<file path="config.mk">
export PLATFORM = sky130hd
export DESIGN_NAME = count_sched
export DESIGN_NICKNAME = d
export VERILOG_FILES = /design/src/rtl/count_sched.sv
export SDC_FILE = /design/constraint.sdc
export NUM_CORES = 1
export LEC_CHECK = 0
export ABC_AREA = 1
export BUFFER_PORTS_ARGS = -buffer_cell sky130_fd_sc_hd__buf_2
export CAP_MARGIN = 20
export CORE_ASPECT_RATIO = 0.7
export CORE_MARGIN = 2
export CORE_UTILIZATION = 30
export CTS_CLUSTER_SIZE = 14
export DETAILED_ROUTE_END_ITERATION = 10
export PLACE_DENSITY = 0.6
export REMOVE_ABC_BUFFERS = 1
export SYNTH_ARGS = -nofsm -noshare
export SYNTH_HDL_FRONTEND = slang
export SYNTH_SLANG_ARGS = --single-unit
</file>
<file path="constraint.sdc">
create_clock -name clk -period 3.06 [get_ports clk]
set_input_delay 0.306 -clock clk [delete_from_list [all_inputs] [get_ports clk]]
set_output_delay 0.306 -clock clk [all_outputs]
set_load 0.01 [all_outputs]
</file>
<file path="src/rtl/count_sched.sv">
// count_sched -- two-requester round-robin interval scheduler with a shared
// prescaled up-counter.
//
// A granted requester owns the counter for len*PRE+1 enabled cycles. The
// counter steps once every PRE enabled cycles and stops at the latched length.
// When the interval completes, the scheduler sends that requester a one-cycle
// done pulse.
//
// Ports
//   clk        rising-edge clock
//   reset      synchronous, active-high reset
//   enable     run enable; low freezes count/prescaler and blocks new grants
//   req[1:0]   level requests, held until done or abort
//   len0/len1  interval lengths, sampled only on grant
//   gnt[1:0]   one-hot grant, high for the whole interval
//   busy       high while an interval is running or completing
//   done[1:0]  one-cycle completion pulse to the granted requester
//   count_out  shared 4-bit up-count
module count_sched #(
   parameter int PRE = 1
) (
   input  logic       clk,
   input  logic       reset,
   input  logic       enable,
   input  logic [1:0] req,
   input  logic [3:0] len0,
   input  logic [3:0] len1,
   output logic [1:0] gnt,
   output logic       busy,
   output logic [1:0] done,
   output logic [3:0] count_out
);

   localparam int PW = (PRE > 1) ? $clog2(PRE) : 1;
   localparam logic [PW-1:0] PRE_MAX = PW'(PRE - 1);

   typedef enum logic [1:0] {IDLE, RUN, DONE} state_t;

   state_t        state, state_nx;
   logic          win, win_nx;
   logic          last, last_nx;
   logic [3:0]    tlen, tlen_nx;
   logic [3:0]    count, count_nx;
   logic [PW-1:0] presc, presc_nx;

   always_comb begin
      state_nx = state;
      win_nx   = win;
      last_nx  = last;
      tlen_nx  = tlen;
      count_nx = count;
      presc_nx = presc;
      case (state)
         IDLE: begin
            if (enable && (req != 2'b00)) begin
               // On a tie the requester that was not served last wins.
               win_nx   = (req == 2'b11) ? ~last : req[1];
               tlen_nx  = win_nx ? len1 : len0;
               count_nx = 4'd0;
               presc_nx = '0;
               state_nx = RUN;
            end
         end
         RUN: begin
            if (!req[win]) begin
               // Abort: the winner withdrew, so no done pulse is sent.
               state_nx = IDLE;
               last_nx  = win;
            end else if (count == tlen) begin
               state_nx = DONE;
            end else if (enable) begin
               if (presc == PRE_MAX) begin
                  presc_nx = '0;
                  count_nx = count + 4'd1;
               end else begin
                  presc_nx = presc + 1'b1;
               end
            end
         end
         DONE: begin
            state_nx = IDLE;
            last_nx  = win;
         end
         default: state_nx = IDLE;
      endcase
   end

   always_ff @(posedge clk) begin
      if (reset) begin
         state <= IDLE;
         win   <= 1'b0;
         last  <= 1'b1;
         tlen  <= 4'd0;
         count <= 4'd0;
         presc <= '0;
         gnt   <= 2'b00;
         done  <= 2'b00;
         busy  <= 1'b0;
      end else begin
         state <= state_nx;
         win   <= win_nx;
         last  <= last_nx;
         tlen  <= tlen_nx;
         count <= count_nx;
         presc <= presc_nx;
         // The output flops are loaded from the next-state decode.
         // This keeps them aligned with the state register.
         gnt   <= (state_nx == RUN)  ? {win_nx, ~win_nx} : 2'b00;
         done  <= (state_nx == DONE) ? {win_nx, ~win_nx} : 2'b00;
         busy  <= (state_nx != IDLE);
      end
   end

   assign count_out = count;

endmodule

</file>
==> results.sh, run 1 <==
export IMPL_diodes=0
export IMPL_post_cts_setup_buffers=0
export IMPL_hp_start="reset"
export IMPL_clk_path_buf_depth=2
export IMPL_crit_fanout=8
export IMPL_p_clk_frac=0.290
export IMPL_worst_pin_slew_ps=344
export IMPL_yosys_register_bits=17
export IMPL_fillers=309
export IMPL_seqCellArea_um2=340
export IMPL_cp_required_ps=3200
export IMPL_drc_errors=0
export IMPL_skew_ps=1.93
export IMPL_finalSetupTns_ps=0
export IMPL_critPathKind="reg -> reg"
export IMPL_hold_viol_final=0
export IMPL_place_gp_congestion=0.806
export IMPL_r2r_start="count_out[0]"
export IMPL_ys_warn_count=0
export IMPL_multi_input_area_um2=447
export IMPL_port_buffers=21
export IMPL_syn2layout_area_growth_pct=21.2
export IMPL_first_global_vias=770
export IMPL_antenna_found_initial=0
export IMPL_clk_insertion_delay_late_ps=250
export IMPL_routedWlPerCell_um=10.2
export IMPL_postCtsHoldBufs=0
export IMPL_max_slew_margin=0.770
export IMPL_ant_nets=0
export IMPL_ys_seq_area_frac=0.391
export IMPL_dp_hpwl_um=1500
export IMPL_rr_worst_depth=7
export IMPL_core_um2=2780
export IMPL_dr_total_vias=853
export IMPL_cts_resized=0
export IMPL_synth_avg_cell_area_um2=6.90
export IMPL_cts_buffers=3
export IMPL_p_leak_nw=0.526
export IMPL_initial_utilization=0.312
export IMPL_combPwrFrac=0.246
export IMPL_track_usage=0.132
export IMPL_drt_iter0_drc=6
export IMPL_cts_tree="yes"
export IMPL_rsz0062_at_grt="false"
export IMPL_syn_inst=126
export IMPL_wl_um=1890
export IMPL_nets=165
export IMPL_hold_path_class="in -> reg"
export IMPL_io_pins=22
export IMPL_finalHoldWorstSlack_ps=226
export IMPL_p_sw_frac=0.317
export IMPL_syn_cell_area_um2=870
export IMPL_switchingPower_uw=180
export IMPL_synth_distinct_cells=20
export IMPL_path_clk_slew_ps=60
export IMPL_setup_viol=0
export IMPL_fmax_ghz=0.750
export IMPL_arrival_ps=1480
export IMPL_finalMaxSlewViolations=0
export IMPL_grt_start_max_net_pins=12
export IMPL_hold_end="win"
export IMPL_r2r_end="count_out[2]"
export IMPL_drv_cap=0
export IMPL_power_internal_uw=388
export IMPL_max_vdd_ir_drop_mv=0.272
export IMPL_cp_end_kind="register"
export IMPL_seqPwrFrac=0.465
export IMPL_cts_root_buf="clkbuf_8"
export IMPL_cts_htree_levels=1
export IMPL_totalPowerFinal_uw=568
export IMPL_startpoint_type="register"
export IMPL_final_period_utilization=0.436
export IMPL_rrSetupSlack_ps=1730
export IMPL_drt_pass1_iter_count=4
export IMPL_grt_pass1_wl_um=3280
export IMPL_placement_rows=16
export IMPL_whs_path_depth=2
export IMPL_die_x_um=68.4
export IMPL_overflow=0
export IMPL_period_minus_slack_ps=1330
export IMPL_drive_above_1_share=0.293
export IMPL_die_area_um2=3350
export IMPL_cts_sink_count=17
export IMPL_final_common_cell="nand2_1"
export IMPL_vias_per_cell=4.59
export IMPL_status="completed"
export IMPL_powerDensity_nw_per_um2=539
export IMPL_die_y_um=49.0
export IMPL_mostFrequentLayoutCells="nand2_1 (34), buf_2 (21), dfxtp_1 (17), nor2_1 (13), a21oi_1 (13)"
[worst max path at each step]
stage               cells past startpoint           end    startpoint
detailed placement                      7  count_out[2]  count_out[0]
floorplan                               7  count_out[2]  count_out[1]
finish                                  7  count_out[2]  count_out[0]
global route                            7  count_out[2]  count_out[0]
CTS                                     7  count_out[2]  count_out[0]
global placement                        7        gnt[1]        req[1]
[logic make-up (layout without fill, tap and decap cells)]
group,Yosys count,after routing,synth area share
and+or+nand+nor,67,67,0.364
adders and majority gates,1,1,0.0144
DFF,17,17,0.391
buffers and inverters,20,44,0.0950
AOI/OAI and AO/OA,21,21,0.135
[worst max-delay path: stages (launching register included)]
cell and delay, ps:
dfxtp_1 480, inv_2 60, nand2_1 70, nand2_1 60
nor2_2 140, nand3_2 180, a21oi_1 180, nor2_1 60
[registers in the layout (all words and copies together) (netlist names)]
signal and count:
busy 1, count_out 4, done 2, gnt 2
last 1, state 2, tlen 4, win 1
[area by class of cell]
cell class,count,area share
clock buffer,4,0.0428
multi-input combinational,89,0.424
tap,36,0.0428
timing repair buffer,21,0.0998
sequential,17,0.323
inverter,19,0.0677
[Yosys cell counts]
cell type / n / share of area
nand2_1: 34 / 0.15
dfxtp_1: 17 / 0.39
a21oi_1: 13 / 0.075
nor2_1: 13 / 0.056
inv_1: 12 / 0.052
inv_2: 7 / 0.030
nand3_1: 7 / 0.040
nand2_2: 4 / 0.029
o21ai_0: 4 / 0.023
nor2_2: 3 / 0.022
nand4_1: 2 / 0.014
nor2_4: 2 / 0.026
a21oi_2: 1 / 0.010
buf_6: 1 / 0.013
ha_1: 1 / 0.014
nand3_2: 1 / 0.012
nor3_4: 1 / 0.019
o211ai_1: 1 / 0.0086
o21a_1: 1 / 0.0086
o21ai_2: 1 / 0.010
[per-stage QoR]
stage               std cells  instance area (um^2)  worst slack [ps]   util
global route              186                  1050              1620  0.379
global placement          182                  1010              1780  0.362
CTS                       186                  1050              1740  0.379
finish                    186                  1050              1730  0.379
detailed placement        182                  1010              1760  0.362
floorplan                 125                   858              1860      -
[routing by layer]
layer	track usage	part of all wire
met4	0.0400	0.0058
met2	0.186	0.43
met3	0.0508	0.065
met5	0	0
met1	0.184	0.50
[power groups by stage]
stage	clock, mW	sequential, mW	combinational, mW
final	0.165	0.264	0.139
after floorplan	0	0.269	0.0988
after detailed placement	0	0.268	0.140
after CTS	0.169	0.264	0.141
after global routing	0.182	0.267	0.159
after global placement	0	0.267	0.137
No activity file was read; power rests on OpenSTA's default activity.
==> run 2: changes to the inputs <==
==> constraint.sdc (replaced) <==
create_clock -name clk -period 1.3 [get_ports clk]
set_input_delay 0.13 -clock clk [delete_from_list [all_inputs] [get_ports clk]]
set_output_delay 0.13 -clock clk [all_outputs]
set_load 0.01 [all_outputs]
==> run 2 against run 1 <==
Net effect: worst setup slack got worse by 1700 ps; power up 150%; clock-buffer cell count down 1; global-route usage fell by 0.070 points; first-iteration DRC count increased by 67%; wire length grew 8.0%; sequential share of layout area fell by 1.8 points; clock skew up 1.8 ps; critical path depth stayed put; maximum frequency up 4.6%; sequential cell count did not move; register-to-register slack worse by 1700 ps.
==> results.sh, run 2 (synthesized netlist as in run 1, its figures left out) <==
export IMPL_startpoint_type="register"
export IMPL_skew_ps=3.68
export IMPL_grt_start_max_net_pins=12
export IMPL_port_buffers=21
export IMPL_routedWlPerCell_um=10.6
export IMPL_hold_viol_final=0
export IMPL_dr_total_vias=884
export IMPL_dp_hpwl_um=1510
export IMPL_die_area_um2=3350
export IMPL_max_slew_margin=0.756
export IMPL_path_clk_slew_ps=60
export IMPL_hp_start="reset"
export IMPL_vias_per_cell=4.60
export IMPL_cp_end_kind="register"
export IMPL_dpl_cell_area_um2=1020
export IMPL_crit_fanout=6
export IMPL_final_period_utilization=0.980
export IMPL_combPwrFrac=0.287
export IMPL_cp_required_ps=1440
export IMPL_io_pins=22
export IMPL_worst_pin_slew_ps=365
export IMPL_fillers=278
export IMPL_finalSetupTns_ps=0
export IMPL_p_sw_frac=0.330
export IMPL_cts_tree="yes"
export IMPL_initial_utilization=0.312
export IMPL_finalMaxSlewViolations=0
export IMPL_rsz0062_at_grt="true"
export IMPL_ant_nets=0
export IMPL_p_leak_nw=0.575
export IMPL_drv_cap=0
export IMPL_r2r_start="state[0]"
export IMPL_mostFrequentLayoutCells="nand2_1 (31), buf_2 (21), nor2_1 (12), inv_1 (11), a21oi_1 (11)"
export IMPL_place_gp_congestion=0.832
export IMPL_cp_slowest_cell="dfxtp_4"
export IMPL_final_common_cell="nand2_1"
export IMPL_setup_worst_path_start="state[0]"
export IMPL_drt_iter0_drc=10
export IMPL_finalWorstSetupSlack_ps=25.6
export IMPL_powerDensity_nw_per_um2=1200
export IMPL_final_cell_area_um2=1180
export IMPL_finalHoldWorstSlack_ps=42.6
export IMPL_switchingPower_uw=468
export IMPL_status="completed"
export IMPL_max_stage_delay_ps=360
export IMPL_max_vdd_ir_drop_mv=0.508
export IMPL_critPathKind="reg -> reg"
export IMPL_hold_path_class="in -> reg"
export IMPL_placement_rows=16
export IMPL_period_minus_slack_ps=1270
export IMPL_cts_root_buf="clkbuf_8"
export IMPL_totalPowerFinal_mw=1.42
export IMPL_syn2layout_area_growth_pct=36.1
export IMPL_antenna_found_initial=0
export IMPL_track_usage=0.131
export IMPL_core_um2=2780
export IMPL_cts_buffers=3
export IMPL_power_internal_uw=949
export IMPL_diodes=0
export IMPL_clk_insertion_delay_late_ps=250
export IMPL_seqPwrFrac=0.439
export IMPL_fmax_ghz=0.785
export IMPL_post_layout_nonfiller_instances=192
export IMPL_clk_path_buf_depth=2
export IMPL_drive_above_1_share=0.429
export IMPL_wl_um=2040
export IMPL_overflow=0
export IMPL_drt_pass1_iter_count=4
export IMPL_nets=171
export IMPL_path_cells="inv_4 > nand2_4 > nor3_4 > buf_4 > o21ai_4 > inv_2 > nor2_1"
export IMPL_cts_sink_count=17
export IMPL_cts_htree_levels=1
export IMPL_first_global_vias=826
export IMPL_setup_viol=0
export IMPL_die_y_um=49.0
export IMPL_dp_worst_setup_slack_ps=-7.82
export IMPL_utilization=0.425
export IMPL_die_x_um=68.4
export IMPL_arrival_ps=1410
export IMPL_grt_pass1_wl_um=3360
export IMPL_p_clk_frac=0.274
export IMPL_drc_errors=0
export IMPL_placed_cells_incl_taps=184
-- run 2: metal layers --
metal,up-vias,share of wire,track usage
li1,455,-,-
met1,399,0.48,0.172
met2,25,0.46,0.207
met3,5,0.043,0.0231
met4,0,0.017,0.0600
met5,-,0,0
-- run 2: cell type report --
| type | instances | area, um^2 | share of cell area |
|---|---|---|---|
| multi-input combinational | 89 | 504 | 0.426 |
| sequential | 17 | 362 | 0.305 |
| timing repair buffer | 27 | 150 | 0.127 |
| inverter | 19 | 76.3 | 0.0645 |
| tap | 36 | 45.0 | 0.0381 |
| clock buffer | 3 | 41.3 | 0.0349 |
| clock inverter | 1 | 5.00 | 0.00423 |
-- run 2: timing repair --
action	4_1_cts	5_1_grt
setup endpoints to repair	3	11
buffers inserted	0	4
gates resized for setup	2	28
hold buffers	0	0
pin swaps	0	2
hold endpoints to repair	0	0
-- run 2: worst paths after layout --
path                            slack, ps  depth (start not counted)      end
worst max register to register         30                          7  done[0]
worst min-delay path                   40                          2      win
worst min register to register        490                          2     last
worst max-delay path                   30                          7  done[0]
-- run 2: critical path, delay by kind of cell, from the launching register on --
kind,cells,cell delay [ps]
AO/OA/AOI/OAI,1,70
buffers and inverters,3,320
flip-flops,1,360
AND/OR/NAND/NOR,3,400
-- run 2: power groups by stage --
stage	Sequential (mW)	Clock [mW]	Combinational, mW
after floorplan	0.633	0	0.233
after global placement	0.625	0	0.335
after detailed placement	0.627	0	0.344
after CTS	0.619	0.399	0.347
after global routing	0.630	0.418	0.459
final	0.623	0.388	0.407
==> run 3: changes to the inputs <==
==> constraint.sdc (replaced) <==
create_clock -name clk -period 1.3 [get_ports clk]
set_input_delay 0.26 -clock clk [delete_from_list [all_inputs] [get_ports clk]]
set_output_delay 0.26 -clock clk [all_outputs]
set_load 0.01 [all_outputs]
==> run 3 against run 2 <==
Net effect: non-clock buffer count down 1; sequential power hardly changed; register-to-register slack better by 50 ps; design area fell by 2.6%; die area unchanged; maximum frequency increased by 3.8%; critical path type unchanged.
==> results.sh, run 3 (synthesized netlist as in run 1, its figures left out) <==
export IMPL_cp_end_kind="register"
export IMPL_port_buffers=21
export IMPL_syn2layout_area_growth_pct=32.5
export IMPL_drt_pass1_iter_count=2
export IMPL_clk_path_buf_depth=2
export IMPL_drive_above_1_share=0.406
export IMPL_cts_root_buf="clkbuf_8"
export IMPL_grt_start_max_net_pins=11
export IMPL_postCtsHoldBufs=0
export IMPL_placement_rows=16
export IMPL_drc_errors=0
export IMPL_rr_worst_depth=7
export IMPL_fillers=291
export IMPL_drt_iter0_drc=15
export IMPL_worst_pin_slew_ps=280
export IMPL_die_x_um=68.4
export IMPL_arrival_ps=1370
export IMPL_io_pins=22
export IMPL_fmax_ghz=0.815
export IMPL_die_area_um2=3350
export IMPL_final_common_cell="nand2_1"
export IMPL_drv_cap=0
export IMPL_routedWlPerCell_um=10.4
export IMPL_setup_viol=0
export IMPL_max_slew_margin=0.813
export IMPL_core_um2=2780
export IMPL_vias_per_cell=4.41
export IMPL_totalPowerFinal_mw=1.41
export IMPL_die_y_um=49.0
export IMPL_crit_fanout=6
export IMPL_rsz0062_at_grt="true"
export IMPL_grt_pass1_wl_um=3310
export IMPL_track_usage=0.129
export IMPL_initial_utilization=0.312
export IMPL_wl_um=1980
export IMPL_max_vdd_ir_drop_mv=0.468
export IMPL_cts_buffers=3
export IMPL_antenna_found_initial=0
export IMPL_finalMaxSlewViolations=0
export IMPL_path_clk_slew_ps=70
export IMPL_nets=170
export IMPL_final_period_utilization=0.944
export IMPL_p_leak_nw=0.564
export IMPL_hold_path_class="in -> reg"
export IMPL_clk_insertion_delay_late_ps=250
export IMPL_cts_sink_count=17
export IMPL_first_global_vias=783
export IMPL_cp_required_ps=1440
export IMPL_critPathKind="reg -> reg"
export IMPL_dp_hpwl_um=1510
export IMPL_skew_ps=4.54
export IMPL_ant_nets=0
export IMPL_mostFrequentLayoutCells="nand2_1 (32), buf_2 (21), nor2_1 (13), inv_1 (12)"
export IMPL_status="completed"
export IMPL_cts_htree_levels=1
export IMPL_cts_tree="yes"
export IMPL_finalSetupTns_ps=0
export IMPL_period_minus_slack_ps=1230
export IMPL_hold_viol_final=0
export IMPL_whs_path_depth=2
export IMPL_powerDensity_nw_per_um2=1220
export IMPL_startpoint_type="register"
export IMPL_diodes=0
export IMPL_dr_total_vias=842
export IMPL_place_gp_congestion=0.848
export IMPL_overflow=0
[run 3: cell count changes in the layout (fill, tap and decap cells not counted), sizes merged]
cell,delta
buf,-1
[run 3: final timing paths]
| path | endpoint | start | slack [ps] |
|---|---|---|---|
| setup reg to reg | done[0] | state[1] | 70 |
| hold / removal | win | reset | 170 |
| setup / recovery | done[0] | state[1] | 70 |
| hold reg to reg | last | last | 490 |
[run 3: area by class of cell]
type / instances / area, um^2 / share of cell area
timing repair buffer: 26 / 143 / 0.124
sequential: 17 / 352 / 0.305
tap: 36 / 45.0 / 0.0391
inverter: 19 / 76.3 / 0.0662
clock buffer: 3 / 41.3 / 0.0358
multi-input combinational: 89 / 490 / 0.426
clock inverter: 1 / 5.00 / 0.00434
[run 3: repair_timing]
item | 4_1_cts | 5_1_grt
setup buffers | 0 | 2
hold endpoints to repair | 0 | 0
resized for setup | 1 | 19
pin swaps | 0 | 2
endpoints found under the setup margin | 1 | 12
[run 3: layer usage]
layer / track usage / up-vias / share of wire
li1: - / 453 / -
met1: 0.170 / 376 / 0.50
met2: 0.202 / 11 / 0.46
met3: 0.0231 / 2 / 0.032
met4: 0.0600 / 0 / 0.0066
met5: 0 / - / 0
[run 3: worst max-delay path, stage by stage, from the launching register on]
cell and delay, ps:
dfxtp_4 360, inv_4 60, nand2_4 50, nor3_4 290
buf_4 170, o21ai_2 80, inv_2 70, nor2_1 30
[run 3: report_power, final]
part / internal [mW] / total (mW) / switching, mW
Clock: 0.212 / 0.393 / 0.180
Combinational: 0.159 / 0.395 / 0.236
Sequential: 0.572 / 0.621 / 0.0490
[run 3: metrics by stage]
stage	instance area [um^2]	instances	utilization	worst slack, ps	hold slack, ps
after floorplan	858	125	-	103	332
after CTS	1080	189	0.388	10.7	169
after detailed placement	1030	185	0.371	11.8	437
final	1150	191	0.414	72.6	170
after global routing	1150	191	0.414	-0.553	170
after global placement	1030	185	0.371	43.0	438
